--- src/rtl/id_ex_stage.sv ---
// rtl/id_ex_stage.sv - decode/execute pipeline register with two-entry skid buffer
module id_ex_stage #(
    parameter int XLEN  = 32,
    parameter int CNT_W = 16
) (
    input  logic             clk,
    input  logic             rst,
    input  logic             flush,
    input  logic             in_valid,
    output logic             in_ready,
    input  logic [XLEN-1:0]  in_rd1,
    input  logic [XLEN-1:0]  in_rd2,
    input  logic [XLEN-1:0]  in_imm_ext,
    input  logic [XLEN-1:0]  in_pc,
    input  logic [4:0]       in_rd,
    input  logic [2:0]       in_alu_control,
    input  logic             in_alu_src,
    input  logic             in_reg_write,
    input  logic             in_mem_write,
    input  logic             in_branch,
    input  logic             in_jump,
    input  logic [1:0]       in_result_src,
    output logic             out_valid,
    input  logic             out_ready,
    output logic [XLEN-1:0]  out_rd1,
    output logic [XLEN-1:0]  out_rd2,
    output logic [XLEN-1:0]  out_imm_ext,
    output logic [XLEN-1:0]  out_pc,
    output logic [4:0]       out_rd,
    output logic [2:0]       out_alu_control,
    output logic             out_alu_src,
    output logic             out_reg_write,
    output logic             out_mem_write,
    output logic             out_branch,
    output logic             out_jump,
    output logic [1:0]       out_result_src,
    output logic [CNT_W-1:0] stall_count
);

    typedef struct packed {
        logic [XLEN-1:0] rd1;
        logic [XLEN-1:0] rd2;
        logic [XLEN-1:0] imm_ext;
        logic [XLEN-1:0] pc;
        logic [4:0]      rd;
        logic [2:0]      alu_control;
        logic            alu_src;
        logic            reg_write;
        logic            mem_write;
        logic            branch;
        logic            jump;
        logic [1:0]      result_src;
    } payload_t;

    payload_t        in_pkt;
    payload_t        main_q, main_d;
    payload_t        skid_q, skid_d;
    logic            main_valid_q, main_valid_d;
    logic            skid_valid_q, skid_valid_d;
    logic [CNT_W-1:0] stall_q, stall_d;
    logic            in_fire;
    logic            out_fire;

    // Gather the decode-side fields into one payload word
    always_comb begin
        in_pkt = '{
            rd1:         in_rd1,
            rd2:         in_rd2,
            imm_ext:     in_imm_ext,
            pc:          in_pc,
            rd:          in_rd,
            alu_control: in_alu_control,
            alu_src:     in_alu_src,
            reg_write:   in_reg_write,
            mem_write:   in_mem_write,
            branch:      in_branch,
            jump:        in_jump,
            result_src:  in_result_src
        };
    end

    // in_ready depends only on the registered skid state, never on out_ready
    assign in_ready  = !skid_valid_q;
    assign out_valid = main_valid_q;
    assign in_fire   = in_valid & in_ready;
    assign out_fire  = main_valid_q & out_ready;

    // Main/skid load, drain and squash decisions
    always_comb begin
        main_d       = main_q;
        skid_d       = skid_q;
        main_valid_d = main_valid_q;
        skid_valid_d = skid_valid_q;
        if (flush) begin
            // Squashed entries must not leave side-effecting control bits behind
            main_valid_d     = 1'b0;
            skid_valid_d     = 1'b0;
            main_d.reg_write = 1'b0;
            main_d.mem_write = 1'b0;
            main_d.branch    = 1'b0;
            main_d.jump      = 1'b0;
            skid_d.reg_write = 1'b0;
            skid_d.mem_write = 1'b0;
            skid_d.branch    = 1'b0;
            skid_d.jump      = 1'b0;
        end else if (!main_valid_q) begin
            if (in_fire) begin
                main_d       = in_pkt;
                main_valid_d = 1'b1;
            end
        end else if (out_fire) begin
            if (skid_valid_q) begin
                // Skid holds the older instruction; in_ready is low so no input arrives
                main_d       = skid_q;
                skid_valid_d = 1'b0;
            end else if (in_fire) begin
                main_d = in_pkt;
            end else begin
                main_valid_d = 1'b0;
            end
        end else if (in_fire) begin
            skid_d       = in_pkt;
            skid_valid_d = 1'b1;
        end
    end

    // Saturating count of cycles the execute stage refuses a valid instruction
    always_comb begin
        stall_d = stall_q;
        if (main_valid_q && !out_ready && (stall_q != {CNT_W{1'b1}})) begin
            stall_d = stall_q + CNT_W'(1);
        end
    end

    // State registers; reset clears both entries and the whole payload
    always_ff @(posedge clk or posedge rst) begin
        if (rst) begin
            main_q       <= '0;
            skid_q       <= '0;
            main_valid_q <= 1'b0;
            skid_valid_q <= 1'b0;
            stall_q      <= '0;
        end else begin
            main_q       <= main_d;
            skid_q       <= skid_d;
            main_valid_q <= main_valid_d;
            skid_valid_q <= skid_valid_d;
            stall_q      <= stall_d;
        end
    end

    assign out_rd1         = main_q.rd1;
    assign out_rd2         = main_q.rd2;
    assign out_imm_ext     = main_q.imm_ext;
    assign out_pc          = main_q.pc;
    assign out_rd          = main_q.rd;
    assign out_alu_control = main_q.alu_control;
    assign out_alu_src     = main_q.alu_src;
    assign out_reg_write   = main_q.reg_write;
    assign out_mem_write   = main_q.mem_write;
    assign out_branch      = main_q.branch;
    assign out_jump        = main_q.jump;
    assign out_result_src  = main_q.result_src;
    assign stall_count     = stall_q;

endmodule
--- config.mk ---
export PLATFORM = sky130hd
export DESIGN_NAME = id_ex_stage
export DESIGN_NICKNAME = d
export VERILOG_FILES = /design/src/rtl/id_ex_stage.sv
export SDC_FILE = /design/constraint.sdc
export NUM_CORES = 1
export LEC_CHECK = 0
export BUFFER_PORTS_ARGS = -buffer_cell sky130_fd_sc_hd__buf_2
export CAP_MARGIN = 20
export CORE_MARGIN = 3
export CORE_UTILIZATION = 25
export CTS_BUF_LIST = sky130_fd_sc_hd__clkbuf_8 sky130_fd_sc_hd__clkbuf_16
export DETAILED_ROUTE_END_ITERATION = 8
export SYNTH_ARGS = -nofsm -noshare
export SYNTH_HDL_FRONTEND = slang
export SYNTH_SLANG_ARGS = --single-unit
--- constraint.sdc ---
create_clock -name clk -period 10.8 [get_ports clk]
set_input_delay 1.08 -clock clk [delete_from_list [all_inputs] [get_ports clk]]
set_output_delay 1.08 -clock clk [all_outputs]
set_load 0.1 [all_outputs]
==> summary.md, run 1 <==
| Metric | Value |
|---|---|
| Commonest non-fill, non-tap cell in the layout | `buf_2` |
| WHS Endpoint | `skid_q[35]$_DFFE_PP0P_` |
| PD cells | `about 270 mW/mm^2` |
| Clock sinks | `just over 300` |
| I/O Pins | `approximately 310` |
| Hold Path Class | `reg -> reg` |
| Worst-path fanout max | `75` |
| DRC Markers | `0` |
| Critical Path RT | `approximately 11 ns` |
| Pin count of the biggest net entering global routing | `98` |
| Post-CTS Setup Bufs | `0` |
| Count of hold-fix buffers inserted at cts | `0` |
| Worst-Margin Slew | `1.03 ns` |
| Routed vias/inst | `between 4 and 5` |
| CP max-delay cell | `buf_4` |
| Clk root buf | `clkbuf_16` |
| Vias | `approximately 9.0k` |
| Register-to-register setup slack | `roughly 7.7 ns` |
| Pleak | `~7 nW` |
| Worst setup path category | `in -> reg` |
| Synthesized flop and latch total | `approximately 300` |
| Share of the synthesized area in the top cell type | `0.616` |
| Starting Density | `0.256` |
| Clk_skew | `~0.010 ns` |
| Clock transition at path regs | `0.06 ns` |
| Drt total wl | `~35000 um` |
| Num rows | `80` |
| Slew headroom | `0.314` |
| Via count of the first global-routing pass | `around 9.4k` |
| Post-synth top area cell | `dfrtp_1` |
| HPWL after DPL | `roughly 22000 um` |
| Die area | `approximately 0.052 sq mm` |
| Total grt overflow | `0` |
| Unrepaired setup endpoints after global routing | `no` |
| Final Max Tran Viols | `0` |
| Dominant cells by area after synthesis | `dfrtp_1 62%, mux2_2 12%, a2bb2oi_1 9.9%, o22ai_1 7.0%, buf_2 1.9%` |
| Total power | `just over 4 mW` |
| Wire per inst | `18.8 um` |
| DRT antenna net count | `0` |
| CP Cell Sequence | `buf_2 -> nand2b_4 -> nor3_4 -> buf_4 -> buf_4 -> mux2_2` |
| Yosys cell types | `40` |
| Fillers | `4885` |
| Register-to-Register Path Depth | `5` |
| DRT Pass-1 Iters | `5` |
| Final Hold Fails | `0` |
| Critical path arrival | `~3.7 ns` |
| Fraction of layout instances using a drive strength above 1 | `0.430` |
| Overall Global Routing Usage | `0.130` |
| First-pass GRT wire length | `about 55000 um` |
| Fmax | `~300 MHz` |
| CP max stage delay | `approximately 0.93 ns` |
| CTS tree | `built` |
| Startpoint Class | `input port` |
| Die Height | `around 230 um` |
| Synthesized instance count | `between 900 and 1k` |
| VDD IR max | `0.164 mV` |
| Port bufs | `approximately 310` |
| Max Cap Viol | `0` |
| Initial antenna violation count | `1` |
| Number of synthesized flops with an enable pin | `0` |
| Hold path start | `skid_q[35]$_DFFE_PP0P_` |
| Prevailing post-synth register cell | `dfrtp_1` |
| Commonest cells after routing, fill and taps aside | `308 x buf_2, 304 x dfrtp_1, 139 x o22ai_1, 139 x a2bb2oi_1, 131 x mux2_2` |
| Worst setup EP type | `flop` |
| CTS H-tree lvls | `2` |
| Hold path cells | `1` |
| Status | `complete, no violations` |
| GPL Wtd Cong | `slightly above 0.8` |
| Area grow syn2layout | `26.2%` |
| Setup TNS | `0 ns` |
| DRT iter0 DRCs | `between 400 and 500` |
| Sequential share of the synthesized area | `0.616` |
| Min Tclk post-route | `3.29 ns` |
| YS warnings | `0` |
| R2R Path End | `skid_q[28]$_DFFE_PP0P_` |
| Cell with the most instances on the worst path | `buf_4` |
| Mapped Area | `between 0.01 and 0.015 sq mm` |
| Die span in x | `~230 um` |
| Post-synthesis async set-or-reset flop share | `1.00` |
| Resized Gates After CTS | `0` |
| Worst skew pair latency | `~0.52 ns` |
| TritonCTS Buffers | `37` |
| Final worst-path cycle share | `0.305` |
| Worst R2R Start | `skid_valid_q$_DFFE_PP0P_` |
| Total core area | `around 0.048 sq mm` |
| Post-Syn Area per Cell | `13.7 sq um` |
| Setup violators final | `0` |
| Final nets | `1332` |
| Post-Syn Nets | `around 1.1k` |
| CTS Buffer Depth | `3` |
[synthesized netlist by cell type (2+ instances only)]
cell / instances
mux2_2: 131
o22ai_1: 139
o2bb2ai_1: 4
mux2_1: 11
nand3_1: 7
a31oi_1: 3
a21oi_1: 15
xnor2_1: 5
o21ai_0: 7
xor2_1: 2
nor2_1: 7
inv_1: 4
a2bb2oi_1: 139
buf_2: 46
and2_1: 4
and3_1: 4
nand4_1: 5
buf_4: 21
nand2_1: 6
a22oi_1: 4
nor2b_1: 2
o211ai_1: 2
dfrtp_1: 304
clkbuf_1: 14
nand2b_2: 2
[final cells by class]
class / count / area (sq um) / share of cell area
Antenna cell: 1 / 2.50 / 0.000160
Multi-Input combinational cell: 513 / 4310 / 0.276
Timing Repair Buffer: 323 / 1670 / 0.107
Tap cell: 656 / 821 / 0.0526
Clock inverter: 22 / 170 / 0.0109
Inverter: 4 / 22.5 / 0.00144
Sequential cell: 304 / 7610 / 0.488
Clock buffer: 42 / 995 / 0.0638
[power by group]
group / switching [mW] / internal, mW / leakage, nW
sequential: 0.159 / 1.40 / 3.59
combinational: 1.06 / 0.328 / 2.72
clock: 0.481 / 0.708 / 0.615
total: 1.70 / 2.43 / 6.92
[cells by family (layout without fill, tap and decap cells)]
group                    Yosys count  in the layout  synth area share
buffers and inverters             86            391            0.0378
XOR/XNOR                           7              7           0.00496
other                              0              1                 0
AND/OR/NAND/NOR                   45             45            0.0220
AO/OA/AOI/OAI                    318            318             0.189
flip-flops                       304            304             0.616
multiplexers                     142            142             0.129
adder cells (fa/ha/maj)            1              1           0.00101
[how the worst max path moves through the flow]
| stage | start | end | slack, ns | cells after the start |
|---|---|---|---|---|
| final | out_ready | skid_q[28]$_DFFE_PP0P_ | 7.51 | 6 |
| after global routing | out_ready | skid_q[30]$_DFFE_PP0P_ | 7.36 | 6 |
| after CTS | out_ready | skid_q[28]$_DFFE_PP0P_ | 7.48 | 6 |
| after detailed placement | out_ready | skid_q[93]$_DFFE_PP0P_ | 6.92 | 6 |
| after global placement | out_ready | skid_q[31]$_DFFE_PP0P_ | 6.93 | 6 |
| after floorplan | rst | out_alu_control[0]$_DFFE_PP0P_ | 1.32 | 1 |
[layer usage]
metal	GRT usage	wire length (um)	vias up
li1	-	-	4063
met1	0.176	15700	4635
met2	0.202	16200	305
met3	0.0359	2330	43
met4	0.0420	801	0
met5	0	0	-
[flip-flops by register name (all words and copies together) (netlist names), 3 cells and up]
| register | flops |
|---|---|
| out_rd | 5 |
| out_pc | 32 |
| skid_q | 143 |
| out_rd1 | 32 |
| out_alu_control | 3 |
| out_imm_ext | 32 |
| out_rd2 | 32 |
| stall_count | 16 |
[per-stage QoR]
step                      hold slack [ns]  worst slack [ns]  cells  cell area, sq um  utilization
after global routing                0.503              7.36   1864             15600        0.323
after detailed placement            0.478              6.92   1799             14400        0.299
after CTS                           0.492              7.48   1863             15600        0.323
after global placement              0.468              6.93   1799             14400        0.299
after floorplan                     0.459              1.32    903             12400            -
final                               0.492              7.51   1865             15600        0.323
[worst max-delay path: cells and delay by family]
family	cells	cell delay (ns)
mux	1	0.43
buf+inv	3	1.78
simple gates	2	0.36
(Power assumes the default switching activity.)
==> run 2: changes to the inputs <==
clock period = 3.18 ns   (was 10.8 ns; I/O delays follow)
==> run 2 against run 1 <==
Compared with the run above:
- core utilization rose by 1.6 points
- setup slack got worse by 6.5 ns
- power rose to 3.4 times the previous value
- non-clock buffer count grew 71
- global-route usage increased by 0.73 points
- clock skew shrank 0.0023 ns
- cell count up 3.8%
- via count grew 3.4%
- die area unchanged
- clock power increased to 3.4 times the previous value
- critical path depth is the same
- critical endpoint is now skid_q[12]$_DFFE_PP0P_
- largest cell class unchanged
- highest routed layer is now met5
==> summary.md, run 2 (synthesis gave the netlist of run 1 again) <==
| Metric | Value |
|---|---|
| First-pass GRT wire length | `57800 um (was 55000 um)` |
| I/O Pins | `309 (unchanged)` |
| Clk_skew | `0.00783 ns (was 0.0101 ns)` |
| Worst skew pair latency | `0.53 ns (was 0.52 ns)` |
| Overall Global Routing Usage | `0.137 (was 0.130)` |
| Final nets | `1401 (was 1332)` |
| CP Cell Sequence | `dlygate4sd3_1 -> buf_2 -> nand2b_4 -> nor3_4 -> buf_4 -> mux2_2 (was buf_2 -> nand2b_4 -> nor3_4 -> buf_4 -> buf_4 -> mux2_2)` |
| VDD IR max | `0.526 mV (was 0.164 mV)` |
| Startpoint Class | `input port (unchanged)` |
| Initial antenna violation count | `5 (was 1)` |
| Critical Path RT | `3.58 ns (was 11.20 ns)` |
| Status | `complete, no violations (unchanged)` |
| CP max stage delay | `0.59 ns (was 0.93 ns)` |
| Total power | `14.1 mW (was 4.14 mW)` |
| Worst setup path category | `in -> reg (unchanged)` |
| Buf/Inv on CP | `3 (unchanged)` |
| Drt total wl | `36600 um (was 35000 um)` |
| Setup violators final | `0 (unchanged)` |
| Vias | `9356 (was 9046)` |
| DRT iter0 DRCs | `566 (was 451)` |
| Port bufs | `308 (unchanged)` |
| Commonest non-fill, non-tap cell in the layout | `buf_2 (unchanged)` |
| Clock transition at path regs | `0.06 ns (about the same)` |
| Wire per inst | `18.9 um (was 18.8 um)` |
| DRC Markers | `0 (unchanged)` |
| Fmax | `between 400 and 500 MHz` |
| Fraction of layout instances using a drive strength above 1 | `0.422 (was 0.430)` |
| Total core area | `0.0482 sq mm (unchanged)` |
| Pin count of the biggest net entering global routing | `95 (was 98)` |
| Starting Density | `0.256 (unchanged)` |
| DRT antenna net count | `0 (unchanged)` |
| Slew headroom | `0.402 (was 0.314)` |
| Commonest cells after routing, fill and taps aside | `308 x buf_2, 304 x dfrtp_1, 139 x o22ai_1, 139 x a2bb2oi_1, 131 x mux2_2 (unchanged)` |
| Finished Layout Cells | `1936 (was 1865)` |
| Worst-path fanout max | `45 (was 75)` |
| Final Hold Fails | `0 (unchanged)` |
| GPL Wtd Cong | `0.768 (was 0.817)` |
| Min Tclk post-route | `between 2 and 2.5 ns` |
| TritonCTS Buffers | `35 (was 37)` |
| CTS tree | `built (unchanged)` |
| Die area | `0.0521 sq mm (unchanged)` |
| Worst R2R Start | `out_valid$_DFF_PP0_ (was skid_valid_q$_DFFE_PP0P_)` |
| CTS Buffer Depth | `3 (unchanged)` |
| Clk root buf | `clkbuf_16 (unchanged)` |
| Pleak | `7.25 nW (was 6.92 nW)` |
| Die Height | `228 um (unchanged)` |
| Final worst-path cycle share | `0.670` |
| Worst setup EP type | `flop (unchanged)` |
| DRT Pass-1 Iters | `4 (was 5)` |
| Family with the most delay on the worst path | `buffers and inverters (unchanged)` |
| Hold Path Class | `in -> reg (was reg -> reg)` |
| Num rows | `80 (unchanged)` |
| Fillers | `4800 (was 4885)` |
| Worst Setup SP | `out_ready (unchanged)` |
| Routed vias/inst | `4.83 (was 4.85)` |
| Final Max Tran Viols | `0 (unchanged)` |
| Inst Count DP | `1821 (was 1799)` |
| Via count of the first global-routing pass | `9788 (was 9388)` |
| HPWL after DPL | `23500 um (was 22100 um)` |
| Unrepaired setup endpoints after global routing | `no (unchanged)` |
| Max Cap Viol | `0 (unchanged)` |
| CP max-delay cell | `buf_4 (unchanged)` |
| Critical path arrival | `2.53 ns (was 3.70 ns)` |
| Resized Gates After CTS | `0 (unchanged)` |
| PD cells | `863 mW/mm^2 (was 265 mW/mm^2)` |
| Total grt overflow | `0 (unchanged)` |
| Area grow syn2layout | `32.5% (was 26.2%)` |
| Number of flip-flops in the largest register | `143 (unchanged)` |
| Top reg by flops | `skid_q (unchanged)` |
| Worst-Margin Slew | `0.895 ns (was 1.03 ns)` |
| Die span in x | `228 um (unchanged)` |
| Clock sinks | `304 (unchanged)` |
| Hold path start | `in_rd1[4] (was skid_q[35]$_DFFE_PP0P_)` |
| CTS H-tree lvls | `2 (unchanged)` |
[run 2: cell count changes in the layout (fill, tap and decap cells not counted), sizes merged]
cell / delta
buf: +21
clkbuf: +1
diode: +3
inv: -4
dlygate4sd3: +50
clkinv: -2
clkinvlp: +2
[run 2: worst reg2reg max path, cell delays in order, from the launching register on]
cell       delay (ns)
dfrtp_1          0.56
nand2_4          0.37
a21oi_4          0.60
buf_12           0.29
a2bb2oi_1        0.22
[run 2: final timing paths]
kind / to / slack [ns] / depth (start not counted)
min reg2reg: skid_q[34]$_DFFE_PP0P_ / 0.49 / 1
max: skid_q[12]$_DFFE_PP0P_ / 1.05 / 6
min: skid_q[115]$_DFFE_PP0P_ / 0.05 / 2
min in group asynchronous: skid_q[60]$_DFFE_PP0P_ / 0.53 / 3
max reg2reg: out_alu_control[1]$_DFFE_PP0P_ / 1.06 / 4
max in group asynchronous: skid_q[57]$_DFFE_PP0P_ / 1.79 / 4
[run 2: report_power, final]
group | internal, mW | leakage, nW | switching, mW
logic | 1.19 | 3.06 | 3.68
clock network | 2.41 | 0.599 | 1.60
registers | 4.74 | 3.59 | 0.512
total | 8.34 | 7.25 | 5.80
[run 2: layer usage]
metal  GRT usage  share of wire  up-vias  routed length (um)
met4      0.0584          0.034        2                1260
li1            -              -     4201                   -
met1       0.180           0.44     4793               16000
met5           0        0.00019        -                   7
met3      0.0426          0.079       70                2910
met2       0.210           0.45      290               16500
[run 2: repair_timing]
| item | 4_1_cts | 5_1_grt |
|---|---|---|
| buffers inserted | 0 | 0 |
| endpoints found under the hold margin | 57 | 0 |
| hold buffers | 50 | 0 |
[run 2: final cells by class]
| type | instances | area, sq um | share of cell area |
|---|---|---|---|
| clock buffers | 43 | 1010 | 0.0616 |
| inverters | 4 | 18.8 | 0.00115 |
| well taps | 656 | 821 | 0.0501 |
| repair buffers | 394 | 2450 | 0.150 |
| clock inverters | 18 | 144 | 0.00879 |
| diodes | 4 | 10.0 | 0.000611 |
| flip-flops and latches | 304 | 7610 | 0.465 |
| multi-input cells | 513 | 4310 | 0.263 |
[run 2: stage by stage]
stage | worst slack (ns) | hold WS [ns] | utilization | TNS (ns) | area (sq um)
finish | 1.05 | 0.0458 | 0.339 | 0 | 16400
CTS | 1.03 | 0.000162 | 0.339 | 0 | 16400
global route | 0.895 | 0.0174 | 0.339 | 0 | 16400
floorplan | -1.18 | 0.414 | - | -359.03 | 12400
global placement | 1.13 | 0.467 | 0.305 | 0 | 14700
detailed placement | 1.03 | 0.477 | 0.305 | 0 | 14700
==> run 3: changes to the inputs <==
clock period = 1.73 ns   (was 3.18 ns; I/O delays follow)
==> run 3 against run 2 <==
Compared with the run above:
- sequential cell count unchanged
- non-clock buffer count increased by 131
- sequential power increased by 84%
- register-to-register slack got worse by 0.99 ns
- critical path depth increased by 2
- hold slack improved by 0.17 ns
- clock skew increased by 0.016 ns
- power increased by 89%
- count of clock-buffer cells in the layout increased by 2
- critical endpoint is now skid_q[67]$_DFFE_PP0P_
==> summary.md, run 3 (synthesis gave the netlist of run 1 again) <==
| Metric | Value |
|---|---|
| Status | `complete, no violations (unchanged)` |
| Worst-Margin Slew | `0.550 ns (was 0.895 ns)` |
| M1 WL | `16900 um (was 16000 um)` |
| Final Hold Fails | `0 (unchanged)` |
| Diode count | `0 (was 4)` |
| Num rows | `80 (unchanged)` |
| CTS tree | `built (unchanged)` |
| Die Height | `228 um (unchanged)` |
| Unrepaired setup endpoints after global routing | `no (unchanged)` |
| First-pass GRT wire length | `59500 um (was 57800 um)` |
| CTS Buffer Depth | `3 (unchanged)` |
| Fraction of layout instances using a drive strength above 1 | `0.409 (was 0.422)` |
| GPL Wtd Cong | `0.765 (was 0.768)` |
| I/O Pins | `309 (unchanged)` |
| Max Cap Viol | `0 (unchanged)` |
| Critical path arrival | `2.07 ns (was 2.53 ns)` |
| Slew headroom | `0.636 (was 0.402)` |
| Critical Path RT | `2.13 ns (was 3.58 ns)` |
| Max layer used | `met4 (was met5)` |
| Wire per inst | `18.3 um (was 18.9 um)` |
| Layout Utilization | `0.371 (was 0.339)` |
| Final worst-path cycle share | `0.968` |
| Family with the most delay on the worst path | `buffers and inverters (unchanged)` |
| Worst setup path category | `in -> reg (unchanged)` |
| Buf/Inv on CP | `5 (was 3)` |
| Final worst slack | `0.0557 ns (was 1.05 ns)` |
| Via count of the first global-routing pass | `10.2k (was 9788)` |
| WL met3 | `2060 um (was 2910 um)` |
| Post-Place Setup Slack | `0.00686 ns (was 1.03 ns)` |
| Die area | `0.0521 sq mm (unchanged)` |
| Register-to-register setup slack | `0.07 ns (was 1.06 ns)` |
| Overall Global Routing Usage | `0.140 (was 0.137)` |
| Initial antenna violation count | `0 (was 5)` |
| Final Max Tran Viols | `0 (unchanged)` |
| Routed vias/inst | `4.76 (was 4.83)` |
| DRC Markers | `0 (unchanged)` |
| Setup violators final | `0 (unchanged)` |
| Top reg by flops | `skid_q (unchanged)` |
| Hold Path Class | `in -> async (was in -> reg)` |
| DRT antenna net count | `0 (unchanged)` |
| Worst setup EP type | `flop (unchanged)` |
| Total core area | `0.0482 sq mm (unchanged)` |
| Total power | `26.7 mW (was 14.1 mW)` |
| Clk_skew | `0.0237 ns (was 0.00783 ns)` |
| Clk root buf | `clkbuf_16 (unchanged)` |
| Worst R2R Start | `skid_valid_q$_DFFE_PP0P_ (was out_valid$_DFF_PP0_)` |
| CTS H-tree lvls | `2 (unchanged)` |
| Vias | `9812 (was 9356)` |
| R2R Path End | `skid_q[67]$_DFFE_PP0P_ (was out_alu_control[1]$_DFFE_PP0P_)` |
| HPWL after DPL | `23600 um (was 23500 um)` |
| Register-to-Register Path Depth | `6 (was 4)` |
| Clock transition at path regs | `0.06 ns (about the same)` |
| PD cells | `1490 mW/mm^2 (was 863 mW/mm^2)` |
| Worst Setup SP | `out_ready (unchanged)` |
| Worst skew pair latency | `0.53 ns (about the same)` |
| TritonCTS Buffers | `36 (was 35)` |
| Die span in x | `228 um (unchanged)` |
| CP max stage delay | `0.57 ns (was 0.59 ns)` |
| Clock sinks | `304 (unchanged)` |
| Min Tclk post-route | `roughly 1.7 ns` |
| Fillers | `4640 (was 4800)` |
| CP Cell Sequence | `dlygate4sd3_1 -> buf_2 -> nand2b_4 -> nor3_4 -> buf_12 -> buf_16 -> buf_4 -> mux2_2 (was dlygate4sd3_1 -> buf_2 -> nand2b_4 -> nor3_4 -> buf_4 -> mux2_2)` |
| DRT Pass-1 Iters | `5 (was 4)` |
| DR WL met2 | `17600 um (was 16500 um)` |
| Setup TNS | `0 ns (unchanged)` |
| Port bufs | `308 (unchanged)` |
| Startpoint Class | `input port (unchanged)` |
| VDD IR max | `0.956 mV (was 0.526 mV)` |
| Starting Density | `0.256 (unchanged)` |
| Commonest cells after routing, fill and taps aside | `306 x buf_2, 304 x dfrtp_1, 147 x dlygate4sd3_1 (was 308 x buf_2, 304 x dfrtp_1, 139 x o22ai_1, 139 x a2bb2oi_1, 131 x mux2_2)` |
| Fmax | `about 600 MHz` |
| Drt total wl | `37800 um (was 36600 um)` |
| Pin count of the biggest net entering global routing | `73 (was 95)` |
| Total grt overflow | `0 (unchanged)` |
| DRT iter0 DRCs | `620 (was 566)` |
| Worst hold slack | `0.219 ns (was 0.0458 ns)` |
| Commonest non-fill, non-tap cell in the layout | `buf_2 (unchanged)` |
| Worst-path fanout max | `14 (was 45)` |
| Area grow syn2layout | `44.7% (was 32.5%)` |
| Pleak | `7.94 nW (was 7.25 nW)` |
| Final nets | `1533 (was 1401)` |
| CP max-delay cell | `dlygate4sd3_1 (was buf_4)` |
| Number of flip-flops in the largest register | `143 (unchanged)` |
[run 3: how the worst max path moves through the flow]
stage                                                end  cells after the start
after floorplan           out_alu_control[0]$_DFFE_PP0P_                      1
after global placement            skid_q[67]$_DFFE_PP0P_                      5
after detailed placement          skid_q[65]$_DFFE_PP0P_                      5
after CTS                         skid_q[67]$_DFFE_PP0P_                      6
after global routing                      stall_count[2]                      1
final                             skid_q[67]$_DFFE_PP0P_                      8
[run 3: power breakdown]
part,total [mW],leakage (nW),internal (mW),switching (mW)
registers,9.69,3.59,8.72,0.969
clock network,7.73,0.619,4.80,2.92
logic,9.24,3.73,2.43,6.81
[run 3: final cells by class]
type / instances / area, sq um / area share
Multi-Input combinational cell: 513 / 4320 / 0.241
Clock buffer: 45 / 1040 / 0.0579
Tap cell: 656 / 821 / 0.0459
Inverter: 4 / 18.8 / 0.00105
Timing Repair Buffer: 525 / 3910 / 0.219
Clock inverter: 14 / 174 / 0.00972
Sequential cell: 304 / 7610 / 0.425
[run 3: repair_timing]
action                                  in CTS  in global routing
endpoints found under the hold margin      338                  0
hold buffers                               147                  0
pin swaps                                    1                  2
gates resized for setup                      2                  3
cloned                                       0                  2
setup buffers                                1                  1
endpoints found under the setup margin      23                 86
[run 3: worst register-to-register path: stages (launching register included)]
cell      delay [ns]
dfrtp_1         0.37
nand2b_4        0.15
nor3_4          0.14
buf_12          0.15
buf_16          0.17
buf_4           0.20
mux2_2          0.34
[run 3: through the flow]
| step | instances | instance area [sq um] |
|---|---|---|
| after global placement | 1851 | 15100 |
| after global routing | 2061 | 17900 |
| after floorplan | 903 | 12400 |
| after detailed placement | 1851 | 15100 |
| after CTS | 2058 | 17800 |
| final | 2061 | 17900 |
[run 3: routing by layer]
| metal | track usage | vias to the layer above |
|---|---|---|
| li1 | - | 4453 |
| met5 | 0 | - |
| met4 | 0.0566 | 0 |
| met3 | 0.0284 | 72 |
| met1 | 0.195 | 4959 |
| met2 | 0.214 | 328 |
